File: src/rtl/if_stage.sv
// ============================================================================
// if_stage -- instruction-fetch stage of the pipelined MIPS core
// ============================================================================
// Owns the program counter, talks to instruction memory through a
// request/acknowledge port and loads the IF/ID pipeline register that decode
// consumes. Decode back-pressure is absorbed by a one-entry skid buffer.
// Branch redirects from execute are honoured immediately. If a redirect
// arrives while a fetch is still outstanding, that fetch is drained and its
// data dropped.
//
// Parameters
//   INSTRSIZE   MSB index of instruction / PC / address buses (width = +1)
//   RESET_PC    PC loaded on reset (word aligned)
//
// Ports
//   clk, reset         single rising-edge clock, synchronous active-high reset
//   stall              decode cannot accept; IF/ID holds
//   branch_taken       redirect request from execute (PCSrc)
//   branch_target      redirect address (PCBranch)
//   imem_req/addr      fetch request and word address (addr == pc while req)
//   imem_ack/rdata     one-cycle acknowledge with the instruction word
//   if_id_instr        instruction presented to decode
//   if_id_pc_plus4     fetch address + 4 of that instruction
//   if_id_valid        IF/ID holds a live instruction
//   pc                 current fetch PC
//   state_dbg          FSM state (0 FETCH, 1 FULL, 2 DRAIN)
//
// Optional feature (macro IF_STAGE_PERF_EN)
//   perf_fetched       instructions written into IF/ID with valid=1
//   perf_stall_cycles  cycles in which stall=1
//   Both 32 bits, cleared by reset, wrapping. Without the macro these ports
//   and counters do not exist; fetch behaviour is identical either way.
//
// Memory handshake: imem_req is a level request that stays high, with
// imem_addr stable, until the cycle imem_ack is seen (ack may come in the
// same cycle as the request). A transfer happens in every cycle where
// imem_req && imem_ack; imem_rdata is only looked at in that cycle. The only
// time imem_req drops without an ack is reset.
// ============================================================================
module if_stage #(
    parameter int                 INSTRSIZE = 31,
    parameter logic [INSTRSIZE:0] RESET_PC  = '0
) (
    input  logic                 clk,
    input  logic                 reset,
    input  logic                 stall,
    input  logic                 branch_taken,
    input  logic [INSTRSIZE:0]   branch_target,
    output logic                 imem_req,
    output logic [INSTRSIZE:0]   imem_addr,
    input  logic                 imem_ack,
    input  logic [INSTRSIZE:0]   imem_rdata,
    output logic [INSTRSIZE:0]   if_id_instr,
    output logic [INSTRSIZE:0]   if_id_pc_plus4,
    output logic                 if_id_valid,
    output logic [INSTRSIZE:0]   pc,
    output logic [1:0]           state_dbg
`ifdef IF_STAGE_PERF_EN
    ,
    output logic [31:0]          perf_fetched,
    output logic [31:0]          perf_stall_cycles
`endif
);

    // ------------------------------------------------------------------------
    // FSM encoding
    //   FETCH : request outstanding at pc
    //   FULL  : skid buffer holds a fetched instruction, no request
    //   DRAIN : redirect seen while a request was pending; wait for its ack
    // ------------------------------------------------------------------------
    localparam logic [1:0] ST_FETCH = 2'd0;
    localparam logic [1:0] ST_FULL  = 2'd1;
    localparam logic [1:0] ST_DRAIN = 2'd2;

    localparam logic [INSTRSIZE:0] PC_STEP = (INSTRSIZE+1)'(4);

    // ------------------------------------------------------------------------
    // State
    // ------------------------------------------------------------------------
    logic [1:0]         state;
    logic [INSTRSIZE:0] pc_q;
    logic [INSTRSIZE:0] saved_target;
    logic [INSTRSIZE:0] skid_instr;
    logic [INSTRSIZE:0] skid_pc4;

    // Next-state values
    logic [1:0]         state_n;
    logic [INSTRSIZE:0] pc_n;
    logic [INSTRSIZE:0] saved_target_n;
    logic [INSTRSIZE:0] skid_instr_n;
    logic [INSTRSIZE:0] skid_pc4_n;
    logic [INSTRSIZE:0] if_id_instr_n;
    logic [INSTRSIZE:0] if_id_pc_plus4_n;
    logic               if_id_valid_n;

    // Address arithmetic wraps naturally at the bus width.
    logic [INSTRSIZE:0] pc_plus4;
    assign pc_plus4 = pc_q + PC_STEP;

    // ------------------------------------------------------------------------
    // Outputs derived from state
    // ------------------------------------------------------------------------
    // DRAIN keeps requesting at the old pc: the pc register is only updated
    // once the outstanding transfer has been acknowledged.
    assign imem_req  = (state != ST_FULL);
    assign imem_addr = pc_q;
    assign pc        = pc_q;
    assign state_dbg = state;

    // ------------------------------------------------------------------------
    // Next-state logic. Priority: reset (in the flop block) > branch > stall.
    // ------------------------------------------------------------------------
    always_comb begin
        state_n          = state;
        pc_n             = pc_q;
        saved_target_n   = saved_target;
        skid_instr_n     = skid_instr;
        skid_pc4_n       = skid_pc4;
        if_id_instr_n    = if_id_instr;
        if_id_pc_plus4_n = if_id_pc_plus4;
        if_id_valid_n    = if_id_valid;

        case (state)
            ST_FETCH: begin
                if (branch_taken) begin
                    // The instruction sitting in IF/ID is wrong-path; flush it
                    // regardless of stall.
                    if_id_valid_n = 1'b0;
                    if (imem_ack) begin
                        // Returned word is wrong-path too; go straight to target.
                        pc_n = branch_target;
                    end else begin
                        // Cannot abandon a live request: remember where to go
                        // and let it complete first.
                        saved_target_n = branch_target;
                        state_n        = ST_DRAIN;
                    end
                end else if (imem_ack) begin
                    pc_n = pc_plus4;
                    if (stall) begin
                        // Decode is busy: park the word in the skid buffer and
                        // stop requesting until it drains.
                        skid_instr_n = imem_rdata;
                        skid_pc4_n   = pc_plus4;
                        state_n      = ST_FULL;
                    end else begin
                        if_id_instr_n    = imem_rdata;
                        if_id_pc_plus4_n = pc_plus4;
                        if_id_valid_n    = 1'b1;
                    end
                end else if (!stall) begin
                    // Memory still busy and decode took what it had: bubble.
                    if_id_valid_n = 1'b0;
                end
            end

            ST_FULL: begin
                if (branch_taken) begin
                    if_id_valid_n = 1'b0;
                    pc_n          = branch_target;
                    state_n       = ST_FETCH;
                end else if (!stall) begin
                    if_id_instr_n    = skid_instr;
                    if_id_pc_plus4_n = skid_pc4;
                    if_id_valid_n    = 1'b1;
                    state_n          = ST_FETCH;
                end
            end

            ST_DRAIN: begin
                if (branch_taken) begin
                    // Latest redirect wins.
                    if_id_valid_n  = 1'b0;
                    saved_target_n = branch_target;
                end
                if (imem_ack) begin
                    // Old data is dropped. A redirect landing in the same
                    // cycle as the ack is newer than the saved one.
                    pc_n    = branch_taken ? branch_target : saved_target;
                    state_n = ST_FETCH;
                end
            end

            default: begin
                state_n = ST_FETCH;
            end
        endcase
    end

    // ------------------------------------------------------------------------
    // Registers
    // ------------------------------------------------------------------------
    always_ff @(posedge clk) begin
        if (reset) begin
            state          <= ST_FETCH;
            pc_q           <= RESET_PC;
            saved_target   <= '0;
            skid_instr     <= '0;
            skid_pc4       <= '0;
            if_id_instr    <= '0;
            if_id_pc_plus4 <= '0;
            if_id_valid    <= 1'b0;
        end else begin
            state          <= state_n;
            pc_q           <= pc_n;
            saved_target   <= saved_target_n;
            skid_instr     <= skid_instr_n;
            skid_pc4       <= skid_pc4_n;
            if_id_instr    <= if_id_instr_n;
            if_id_pc_plus4 <= if_id_pc_plus4_n;
            if_id_valid    <= if_id_valid_n;
        end
    end

`ifdef IF_STAGE_PERF_EN
    // ------------------------------------------------------------------------
    // Performance counters
    // ------------------------------------------------------------------------
    // A live instruction enters IF/ID either straight from memory or out of
    // the skid buffer; a redirect in the same cycle suppresses both.
    logic ifid_load;
    assign ifid_load = !branch_taken && !stall &&
                       (((state == ST_FETCH) && imem_ack) || (state == ST_FULL));

    always_ff @(posedge clk) begin
        if (reset) begin
            perf_fetched      <= '0;
            perf_stall_cycles <= '0;
        end else begin
            if (ifid_load) begin
                perf_fetched <= perf_fetched + 32'd1;
            end
            if (stall) begin
                perf_stall_cycles <= perf_stall_cycles + 32'd1;
            end
        end
    end
`endif

endmodule
File: config.mk
export PLATFORM = sky130hd
export DESIGN_NAME = if_stage
export DESIGN_NICKNAME = d
export VERILOG_FILES = /design/src/rtl/if_stage.sv
export SDC_FILE = /design/constraint.sdc
export NUM_CORES = 1
export LEC_CHECK = 0
export CORE_MARGIN = 2
export CORE_UTILIZATION = 48
export CTS_BUF_LIST = sky130_fd_sc_hd__clkbuf_8
export DETAILED_ROUTE_END_ITERATION = 6
export GPL_ROUTABILITY_DRIVEN = 1
export HOLD_SLACK_MARGIN = 0.06
export MAX_ROUTING_LAYER = met4
export PLACE_DENSITY = 0.89
export SLEW_MARGIN = 20
export SYNTH_ARGS = -nofsm -noshare
export SYNTH_HDL_FRONTEND = slang
export SYNTH_SLANG_ARGS = --single-unit
File: constraint.sdc
create_clock -name clk -period 2.07 [get_ports clk]
set_clock_uncertainty 0.2 [all_clocks]
set_input_delay 0.414 -clock clk [delete_from_list [all_inputs] [get_ports clk]]
set_output_delay 0.414 -clock clk [all_outputs]
set_load 0.02 [all_outputs]
==> impl_summary.log, run 1 <==
INFO  metric busiest_layer = met2
INFO  metric first_pass_iteration_count_of_the_detailed_router = 7
INFO  metric power.total = 11.8 mW
INFO  metric antenna_found_initial = 2
INFO  metric synth_ff_type = dfxtp_1
INFO  metric min-delay-path-class = in2reg
INFO  metric final_net_count = 1,534
INFO  metric num_rows = 51
INFO  metric start_util = 48.8%
INFO  metric crit_type = reg2reg
INFO  metric final-hold-violation-count = 0
INFO  metric finalCritPeriodShare = 116%
INFO  metric violations = design-rule violations, negative setup slack
INFO  metric synth_top_area_share = 41.1%
INFO  metric timing_max_transition_violations_final = 0
INFO  metric max_freq = 415 MHz
INFO  metric r2r_start = state_dbg[1]
INFO  metric post-route-drc-count = 72
INFO  metric path_clk_slew = 120 ps
INFO  metric timing.max_slew.rel_slack = 58.0%
INFO  metric reg2reg_slack = -340 ps
INFO  metric grt_usage = 32.1%
INFO  metric worstPathRequired = 2270 ps
INFO  metric rsz0062_at_grt = true
INFO  metric root_buffer = clkbuf_8
INFO  metric timing.hold.worst.start = reset
INFO  metric synth_seq_cells = 195
INFO  metric htreeDepth = 4
INFO  metric synth_enable_flop_cells = 0
INFO  metric fin_area = 13,900 sq um
INFO  metric most_common_library_cell_in_the_layout_ignoring_fill_and_taps = nand2_1
INFO  metric global_route.usage.met3 = 6.15%
INFO  metric synth_fp_nets = 1,284
INFO  metric setup_tns = -11,360 ps
INFO  metric overflow = 0
INFO  metric cts_tree = built
INFO  metric finalSetupViolCount = 146
INFO  metric gr-usage-met2 = 49.9%
INFO  metric postRouteAntennaNets = 0
INFO  metric syn-instance-count = 1,210
INFO  metric fp.coreArea = 19,500 sq um
INFO  metric endpoint_of_the_worst_hold_path = saved_target[29]
INFO  metric tritoncts.num_buffers = 17
INFO  metric ys_warn_count = 0
INFO  metric synthDistinctLibCells = 61
INFO  metric first_pass_grt_wire_length = 51,700 um
INFO  metric dr.first_iter.drc_count = 1,851
INFO  metric cts_sinks = 195
INFO  metric power.leakage = 5.81 nW
INFO  metric finish.utilization = 71.3%
INFO  metric sequential_element_share_of_the_synthesized_area = 41.1%
INFO  metric grt_pass1_vias = 9,751
INFO  metric io-pin-count = 201
INFO  metric synthTopCellsByArea = dfxtp_1, nand2_1, a21oi_1
INFO  metric dpl.hpwl = 21,300 um
INFO  metric max_cap_violations = 0
INFO  metric routed_wl = 39,700 um
INFO  metric min_delay_path_depth = 3
INFO  metric start_kind = register
INFO  metric layout-drive-gt1-share = 23.4%
INFO  metric finalNonFillerCells = 1,740
INFO  metric synthToLayoutAreaGrowth = 45.9%
INFO  metric worst_r2r_path_depth = 10
INFO  metric worst_slew_pin_slew = 626 ps
INFO  metric yosysTopAreaCell = dfxtp_1
INFO  metric fin_crit = 2410 ps
INFO  metric area_of_the_die = 20,900 sq um
INFO  metric chipHeight = 145 um
INFO  metric endpoint_kind = register
INFO  metric power.density_cell_area = 847 nW/um^2
INFO  metric run_status = finished, violations left
INFO  metric place_inst = 1,673
INFO  metric mappedNetlistArea = 9510 sq um
INFO  metric insertion_delay = 510 ps
INFO  metric dieWidth = 145 um
INFO  metric clock_path_buffers = 2
INFO  metric ys_async_sr_fraction = 0%
INFO  metric port_buf_inserts = 200
INFO  metric drt-vias-per-instance = 6.54
INFO  metric avgRoutedWirePerCell = 22.8 um
INFO  metric grtUsageMet1 = 40.7%
INFO  metric r2r-end = skid_instr[31]
INFO  metric grt_start_max_net_pins = 72
INFO  metric syn_avg_cell_area = 7.86 sq um
INFO  metric layout_common_cells = nand2_1, dfxtp_1, a21oi_1
INFO  metric cts_hold_buffers = 0
INFO  metric dpl_cell_area = 12,500 sq um
INFO  metric post-route-worst-setup-slack = -339 ps
INFO  metric crit_fanout = 18
INFO  metric gpl.final_weighted_congestion = 0.910
INFO  metric critPathArrivalTime = 2610 ps
INFO  metric vdd.ir_drop.worst = 548 uV
INFO  metric vias = 11,400
[routing by layer]
| metal | wire length, um | part of all wire [%] |
|---|---|---|
| met1 | 14200 | 36 |
| met2 | 17400 | 44 |
| met3 | 4750 | 12 |
| met4 | 3340 | 8.4 |
| met5 | 0 | 0 |
[report_power, final]
group	switching [mW]	internal (mW)
logic	2.57	1.84
clock network	1.66	1.28
registers	0.317	4.09
[state kept, by name, summed over array words and instances (netlist names)]
signal / cells
skid_pc4: 32
state_dbg: 2
if_id_pc_plus4: 32
skid_instr: 32
saved_target: 32
if_id_valid: 1
imem_addr: 32
if_id_instr: 32
[worst max-delay path by stage]
stage	from	to	slack, ps	cells after the start
floorplan	state_dbg[0]	if_id_pc_plus4[24]	-10	9
global placement	imem_ack	if_id_pc_plus4[26]	-250	7
detailed placement	imem_ack	if_id_instr[13]	-320	7
CTS	state_dbg[1]	if_id_pc_plus4[31]	-60	12
global route	state_dbg[1]	imem_addr[5]	-340	10
finish	state_dbg[1]	skid_instr[31]	-340	10
[cells in the mapped netlist, types with 13 or more instances]
master	number
nor2_1	111
mux2i_1	37
inv_1	33
buf_4	34
a221oi_1	13
buf_2	15
a221o_1	14
nor3_1	36
dfxtp_1	195
nand2_1	196
nand3_1	26
o21ai_0	43
a211oi_1	48
a21oi_1	140
clkbuf_1	75
nand4_1	18
[cells by family after synthesis]
family / Yosys count / synth area share [%]
adder cells (fa/ha/maj): 5 / 0.658
AO/OA/AOI/OAI: 341 / 23.2
buffers and inverters: 173 / 8.53
multiplexers: 39 / 4.13
flip-flops: 195 / 41.1
AND/OR/NAND/NOR: 437 / 20.6
XOR/XNOR: 20 / 1.84
[critical path, stage by stage, from the launching register on]
cell     delay [ps]
dfxtp_4         370
inv_4            60
buf_6           110
ha_4            180
buf_6           160
nor2b_2         210
and3_4          280
buf_4           140
buf_12          150
nand2_1         100
a21oi_2         330
[final cells by class]
cell class	instances	area, sq um
inverter	35	136
sequential	195	3950
clock buffer	17	234
multi-input combinational	842	5370
timing repair buffer	369	3610
fill	1241	5590
antenna	2	5.00
tap	265	332
clock inverter	15	233
[repair_timing]
| action | CTS | global route |
|---|---|---|
| setup buffers | 16 | 13 |
| pin swaps | 26 | 37 |
| cloned | 5 | 2 |
| endpoints found under the setup margin | 234 | 201 |
| gates resized for setup | 182 | 127 |
| endpoints found under the hold margin | 0 | 0 |
[stage by stage]
| step | hold slack, ps | setup slack [ps] |
|---|---|---|
| global placement | 240 | -245 |
| floorplan | 233 | -10.8 |
| finish | 206 | -339 |
| detailed placement | 246 | -318 |
| CTS | 182 | -63.1 |
| global route | 230 | -339 |
No activity file was read; power rests on OpenSTA's default activity.
==> run 2, diff against run 1 <==
--- a/config.mk
+++ b/config.mk
@@ -11,7 +11,6 @@
 export DETAILED_ROUTE_END_ITERATION = 6
 export GPL_ROUTABILITY_DRIVEN = 1
 export HOLD_SLACK_MARGIN = 0.06
-export MAX_ROUTING_LAYER = met4
 export PLACE_DENSITY = 0.89
 export SLEW_MARGIN = 20
 export SYNTH_ARGS = -nofsm -noshare
==> run 2 against run 1 <==
Sequential share of layout area shrank 0.19 points. Register-to-register slack gained 70 ps. Largest cell class unchanged. The flow still finishes with violations (design-rule violations, negative setup slack). Clock power shrank 14%. Largest power group unchanged. Worst hold slack gained 18 ps. Global-route usage shrank 1.9 points. Die area is the same. Final cell count is essentially flat. Routed wire length grew 0.98%. Total power shrank 1.7%. Fmax grew 3.0%. Worst setup slack gained 71 ps.
==> impl_summary.log, run 2 (synthesis results as in run 1) <==
INFO  metric run_status = finished, violations left
INFO  metric violations = design-rule violations, negative setup slack
INFO  metric antenna_found_initial = 1
INFO  metric vdd.ir_drop.worst = 476 uV
INFO  metric overflow = 0
INFO  metric layout-drive-gt1-share = 23.5%
INFO  metric routed_wl = 40,100 um
INFO  metric dr.first_iter.drc_count = 1,759
INFO  metric area_of_the_die = 20,900 sq um
INFO  metric final-hold-violation-count = 0
INFO  metric tritoncts.num_buffers = 17
INFO  metric num-fill-cells = 1,194
INFO  metric start_util = 48.8%
INFO  metric root_buffer = clkbuf_8
INFO  metric endpoint_kind = register
INFO  metric most_common_library_cell_in_the_layout_ignoring_fill_and_taps = nand2_1
INFO  metric cts_hold_buffers = 0
INFO  metric first_pass_grt_wire_length = 50,100 um
INFO  metric finalCritPeriodShare = 113%
INFO  metric synthToLayoutAreaGrowth = 47.3%
INFO  metric io-pin-count = 201
INFO  metric grt_start_max_net_pins = 76
INFO  metric fin_crit = 2340 ps
INFO  metric postRouteAntennaNets = 0
INFO  metric gpl.final_weighted_congestion = 0.905
INFO  metric clock_path_buffers = 2
INFO  metric min-delay-path-class = in2reg
INFO  metric post-route-drc-count = 5
INFO  metric timing_max_transition_violations_final = 0
INFO  metric vias = 11,200
INFO  metric avgRoutedWirePerCell = 23.0 um
INFO  metric placement.setup.worst_slack = -316 ps
INFO  metric layout_common_cells = nand2_1, dfxtp_1, a21oi_1
INFO  metric max_cap_violations = 0
INFO  metric max_freq = 428 MHz
INFO  metric num_rows = 51
INFO  metric finalNonFillerCells = 1,739
INFO  metric htreeDepth = 4
INFO  metric grt_pass1_vias = 9,563
INFO  metric power.density_cell_area = 825 nW/um^2
INFO  metric global_route.usage.met3 = 5.56%
INFO  metric crit_type = reg2reg
INFO  metric grt_usage = 30.2%
INFO  metric dieWidth = 145 um
INFO  metric port_buf_inserts = 200
INFO  metric worstPathRequired = 2230 ps
INFO  metric insertion_delay = 490 ps
INFO  metric timing.max_slew.rel_slack = 61.8%
INFO  metric first_pass_iteration_count_of_the_detailed_router = 7
INFO  metric final_net_count = 1,534
INFO  metric grtUsageMet1 = 39.6%
INFO  metric gr-usage-met2 = 47.9%
INFO  metric critPathArrivalTime = 2500 ps
INFO  metric crit_fanout = 8
INFO  metric chipHeight = 145 um
INFO  metric worst_slew_pin_slew = 569 ps
INFO  metric dpl.hpwl = 22,000 um
INFO  metric rsz0062_at_grt = true
INFO  metric cts_sinks = 195
INFO  metric place_inst = 1,669
INFO  metric finalSetupViolCount = 59
INFO  metric start_kind = register
INFO  metric cts_tree = built
INFO  metric drt-vias-per-instance = 6.46
INFO  metric fp.coreArea = 19,500 sq um
INFO  metric power.leakage = 6.05 nW
INFO  metric busiest_layer = met2
INFO  metric path_clk_slew = 110 ps
INFO  metric post-route-worst-setup-slack = -268 ps
-- run 2: changes by cell type in the layout (fill, tap and decap cells not counted), sizes merged, moves of 3 or more --
cell	before	now
dlygate4sd2	117	96
dlymetal6s2s	13	32
buf	171	160
clkbuf	19	29
clkinvlp	0	3
inv	42	39
-- run 2: area by class of cell --
class / instances / area (sq um) / share of cell area (%)
Multi-Input combinational cell: 842 / 5410 / 38.6
Tap cell: 265 / 332 / 2.37
Clock buffer: 18 / 248 / 1.77
Timing Repair Buffer: 369 / 3760 / 26.9
Clock inverter: 14 / 148 / 1.05
Sequential cell: 195 / 3960 / 28.3
Inverter: 35 / 140 / 1.00
Antenna cell: 1 / 2.50 / 0.0179
-- run 2: worst max-delay path: stages (launching register included) --
cell and delay (ps):
dfxtp_4 390, inv_4 50, ha_4 290, buf_12 130, buf_8 140, clkinv_2 90, buf_6 170, o31ai_2 410
a32o_1 250, a221oi_1 80
-- run 2: path summary, 6_finish.rpt --
| kind | cells past startpoint | start | end | slack [ps] |
|---|---|---|---|---|
| worst max-delay path | 9 | state_dbg[1] | imem_addr[9] | -270 |
| worst min-delay path | 3 | reset | saved_target[28] | 220 |
| worst max register to register | 9 | state_dbg[1] | imem_addr[9] | -270 |
| worst min register to register | 2 | if_id_pc_plus4[15] | if_id_pc_plus4[15] | 260 |
-- run 2: repair_timing --
action,4_1_cts,5_1_grt
pin swaps,10,34
cloned,2,10
hold endpoints to repair,0,0
gates resized for setup,147,173
setup endpoints to repair,218,176
setup buffers,11,15
-- run 2: routing by layer --
metal	share of wire [%]	vias up	wire length, um
li1	-	4736	-
met5	0	-	0
met2	45	985	18100
met4	8.1	0	3240
met1	35	5207	14100
met3	12	299	4620
-- run 2: through the flow --
| stage | area [sq um] | hold slack, ps | TNS [ps] | power [mW] | util (%) |
|---|---|---|---|---|---|
| global placement | 12400 | 239 | -14470 | 7.99 | 63.8 |
| floorplan | 9620 | 233 | -75.7 | 6.49 | - |
| detailed placement | 12400 | 246 | -25920 | 8.11 | 63.8 |
| CTS | 13000 | 203 | -25.5 | 10.5 | 66.8 |
| global route | 14000 | 225 | -6210 | 11.8 | 72.0 |
| finish | 14000 | 224 | -3740 | 11.5 | 72.0 |
-- run 2: where the power goes --
| group | switching, mW | internal [mW] | total [mW] | leakage (nW) |
|---|---|---|---|---|
| Combinational | 2.65 | 1.96 | 4.61 | 4.26 |
| Clock | 1.51 | 1.03 | 2.54 | 0.196 |
| Sequential | 0.312 | 4.09 | 4.40 | 1.60 |
==> variant 1, RTL diff (config.mk and constraints of run 1) <==
Put one more register stage on the output `state_dbg`, without a reset. The value now appears one clock later. The other outputs are not delayed to match.
--- a/src/rtl/if_stage.sv
+++ b/src/rtl/if_stage.sv
@@ -107,3 +107,5 @@
     assign pc        = pc_q;
-    assign state_dbg = state;
+    always_ff @(posedge clk) begin
+        state_dbg <= state;
+    end
 
Formal check against the unedited RTL: not equivalent (Yosys sat finds a counterexample within 4 cycles, from zero or initial values and one cycle with reset high).
==> variant 1 against run 1 <==
- the flow still finishes with violations (design-rule violations, negative setup slack)
- synthesized area is 2.4% higher
- power is 5.7% higher
- routed wire length is 26% higher
- sequential power is 2% higher
- final area is 14% higher
- critical path type unchanged
- sequential cell count is 2 higher
- setup slack worse by 0.097 ns
- hold slack better by 0.061 ns
==> variant 1: results (changes against run 1) <==
[drt]
avgViaCountPerCell=6.84  ; +4.6%
wire_per_inst_um=26.9  ; +18%
drc=2  ; -97%
wl_met1_um=16300  ; +15%

[grt]
grt_pass1_vias=10800  ; +11%
grt_pass1_wl_um=58600  ; +13%
met2_usage_pct=55.3  ; +5.4 points
grtUsageMet3_pct=6.25  ; +0.097 points

[hold_path]
hold_depth=2  ; -1
min-delay-path-class=flop to flop

[outcome]
status=finished with violations
violations=design-rule violations, negative setup slack

[finish]
nClkBuffers=18  ; +1
final_nets=1649  ; +7.5%
drive_above_1_share_pct=33.4  ; +10 points

[logic_synthesis]
synth_area_leaders=dfxtp_1, nand2_1, a21oi_1
synth.distinct_cells=65  ; +6.6%
synthesis.nets=1321  ; +2.9%

[power]
pwr-share-comb_pct=42.7  ; +5.2 points
intPower_mw=7.40  ; +2.6%
p_leak_nw=6.70  ; +15%

[worst_setup_path]
crit_start=state[1]
cpLargestDelayFamily=compound AO/OA/AOI/OAI gates
arrival_ns=2.72  ; +0.11 ns
timing.reg2reg.setup_slack_ns=-0.44  ; -0.10 ns
worstReg2RegEnd=imem_addr[31]

[floorplanning]
core_area_um2=20000  ; +3.0%

[placed_design]
gp_congestion=0.978  ; +7.4%

[sta]
setup_viol=152  ; +4.1%
fin_hold_ws_ns=0.267  ; +0.0607 ns
fin_ws_ns=-0.436  ; -0.0968 ns
relSlewSlack_pct=46.0  ; -12 points

[variant 1: changes by cell type in the layout (fill, tap and decap cells not counted), sizes merged, moves of 10 or more]
cell          before  now
a21oi            140  127
nand4             20    8
dlygate4sd2      117  101
nand3             27   49
buf              171  250
dlymetal6s2s      13   23
[variant 1: through the flow]
step           worst slack [ns]  std cells  area (um2)  TNS, ns  util (%)
6_report                 -0.436       1861       15800   -17.80      78.7
5_1_grt                  -0.519       1861       15800   -24.43      78.7
4_1_cts                  -0.218       1813       14400    -5.89      72.1
3_5_place_dp             -0.537       1747       13000   -39.61      64.9
3_3_place_gp             -0.429       1747       13000   -33.23      64.9
2_1_floorplan            -0.222       1247        9900    -1.26         -
[variant 1: timing repair]
action | CTS | global route
endpoints found under the setup margin | 200 | 151
hold endpoints to repair | 5 | 0
gates resized for setup | 259 | 236
cloned | 13 | 6
pin swaps | 71 | 75
buffers inserted | 21 | 46
hold buffers | 1 | 0
==> variant 2, RTL diff (settings of run 1) <==
Made on the original files. Build with the macro `IF_STAGE_PERF_EN` defined.
--- a/src/rtl/if_stage.sv
+++ b/src/rtl/if_stage.sv
@@ -39,2 +39,4 @@
 // ============================================================================
+`define IF_STAGE_PERF_EN
+
 module if_stage #(
Behaviour (old outputs only; new: perf_fetched and perf_stall_cycles): unchanged (Yosys induction, for registers that start in step).
==> variant 2 against run 1 <==
- the run ends with negative setup slack left
- power grew 32%
- setup slack lost 0.18 ns
- final area grew 50%
- critical path type unchanged
- largest cell class unchanged
- die area grew 26%
- sequential cell count grew 64
- routed wire length grew 63%
- combinational power grew 18%
- via count grew 38%
- synthesized area grew 27%
- first-iteration DRC count grew 36%
==> variant 2: results (changes against run 1) <==
[grt]
grt.total_usage_pct=34.6  ; +2.5 points
grt_pass1_wl_um=71300  ; +38%
use_met1_pct=40.7  ; +0.096 points
grt_pass1_vias=13300  ; +36%
antenna_found_initial=0  ; -2
grt_max_degree=85  ; +18%
grtUsageMet3_pct=5.83  ; -0.32 points
met2_usage_pct=57.7  ; +7.9 points

[placed_design]
post-dp-hpwl_um=27600  ; +29%
place_ws_ns=-0.589  ; -0.271 ns
dpl.cell_count=2108  ; +26%
place_area_um2=16300  ; +31%
gp_congestion=0.978  ; +7.4%
portBuffers=264  ; +32%

[outcome]
status=finished with violations
violations=negative setup slack

[clock_network]
cts_buffer_depth=3  ; +1
cts_buffers=43  ; +26
cts.clk_slew.worst_paths_ns=0.08  ; -0.04 ns
clock_latency_ns=0.61  ; +0.10 ns
htree_levels=2  ; -2

[drt]
wl_met2_um=28200  ; +62%
routed_wl_um=64700  ; +63%
routed.top_layer=met4
dr.pass1.iters=7  ; unchanged
dr_wl_met3_um=8240  ; +73%
drtIter0Drc=2510  ; +36%
wl_met1_um=20900  ; +48%
num_vias=15700  ; +38%

[sta]
setup_viol=240  ; +64%
tns_ns=-44.14  ; -32.78 ns
worst_slew_pin_slew_ns=0.978  ; +0.352 ns
fin_ws_ns=-0.522  ; -0.182 ns

[logic_synthesis]
synth_compound_area_share_pct=18.5  ; -4.7 points
syn_avg_cell_area_um2=8.16  ; +3.9%
synth-adder-area-share_pct=0.727  ; +0.068 points
ys_seq_area_share_pct=43.0  ; +1.9 points
synthesis.nets=1553  ; +21%
yosys-mux-area-fraction_pct=3.33  ; -0.80 points
synthXorXnorAreaFrac_pct=4.65  ; +2.8 points
synth_area_leaders=dfxtp_1, nand2_1, a21oi_1
synth.distinct_cells=66  ; +8.2%
synth_common_cells=dfxtp_1, nand2_1, nor2_1

[finish]
final_util_pct=85.1  ; +14 points
stdcell_count=2303  ; +32%
final_nets=2024  ; +32%
antennaDiodeCount=0  ; -2
fillCellCount=1073  ; -14%
drive_above_1_share_pct=39.8  ; +16 points

[power]
intPower_mw=9.90  ; +37%
p_leak_nw=8.52  ; +47%
ir_drop_uv=690  ; +26%
pwr-share-comb_pct=33.6  ; -3.9 points

[worst_setup_path]
cpLargestDelayFamily=buffers and inverters
worstPathMaxFanout=11  ; -7
cp_slowest_cell=nor3_4
arrival_ns=2.86  ; +0.25 ns

## variant 2: cell types whose count changed after synthesis, moves of 11 or more
cell | run 1 | this run
dfxtp_1 | 195 | 259
xnor2_1 | 12 | 55
nand2_1 | 196 | 208
or3_1 | 2 | 24
nor2_1 | 111 | 147
nor4_1 | 5 | 29
clkbuf_1 | 75 | 96
a211oi_1 | 48 | 59
nor3_1 | 36 | 54
## variant 2: power groups by stage
| stage | logic (mW) | registers, mW | clock network (mW) |
|---|---|---|---|
| final | 5.21 | 5.62 | 4.68 |
| after global routing | 5.29 | 5.63 | 4.85 |
| after CTS | 3.83 | 5.51 | 4.48 |
| after detailed placement | 3.45 | 5.62 | 0 |
| after global placement | 3.37 | 5.60 | 0 |
| after floorplan | 1.68 | 5.89 | 0 |
## variant 2: worst paths after layout
check	from	endpoint	slack [ns]	cells after the start
setup / recovery	state_dbg[0]	imem_addr[16]	-0.52	10
hold / removal	reset	if_id_pc_plus4[31]	0.17	4
setup reg to reg	state_dbg[0]	imem_addr[16]	-0.52	10
hold reg to reg	skid_instr[29]	skid_instr[29]	0.26	2
## variant 2: timing repair
| item | CTS | global route |
|---|---|---|
| cloned | 12 | 26 |
| pin swaps | 48 | 172 |
| gates resized for setup | 376 | 410 |
| setup buffers | 39 | 46 |
| endpoints found under the hold margin | 0 | 0 |
| setup endpoints to repair | 346 | 245 |
## variant 2: cell type report
| class | instances | share of cell area (%) |
|---|---|---|
| multi-input cells | 1043 | 40.0 |
| repair buffers | 567 | 28.1 |
| flip-flops and latches | 259 | 25.2 |
| clock buffers | 54 | 3.57 |
| well taps | 324 | 1.95 |
| inverters | 34 | 0.667 |
| clock inverters | 22 | 0.487 |
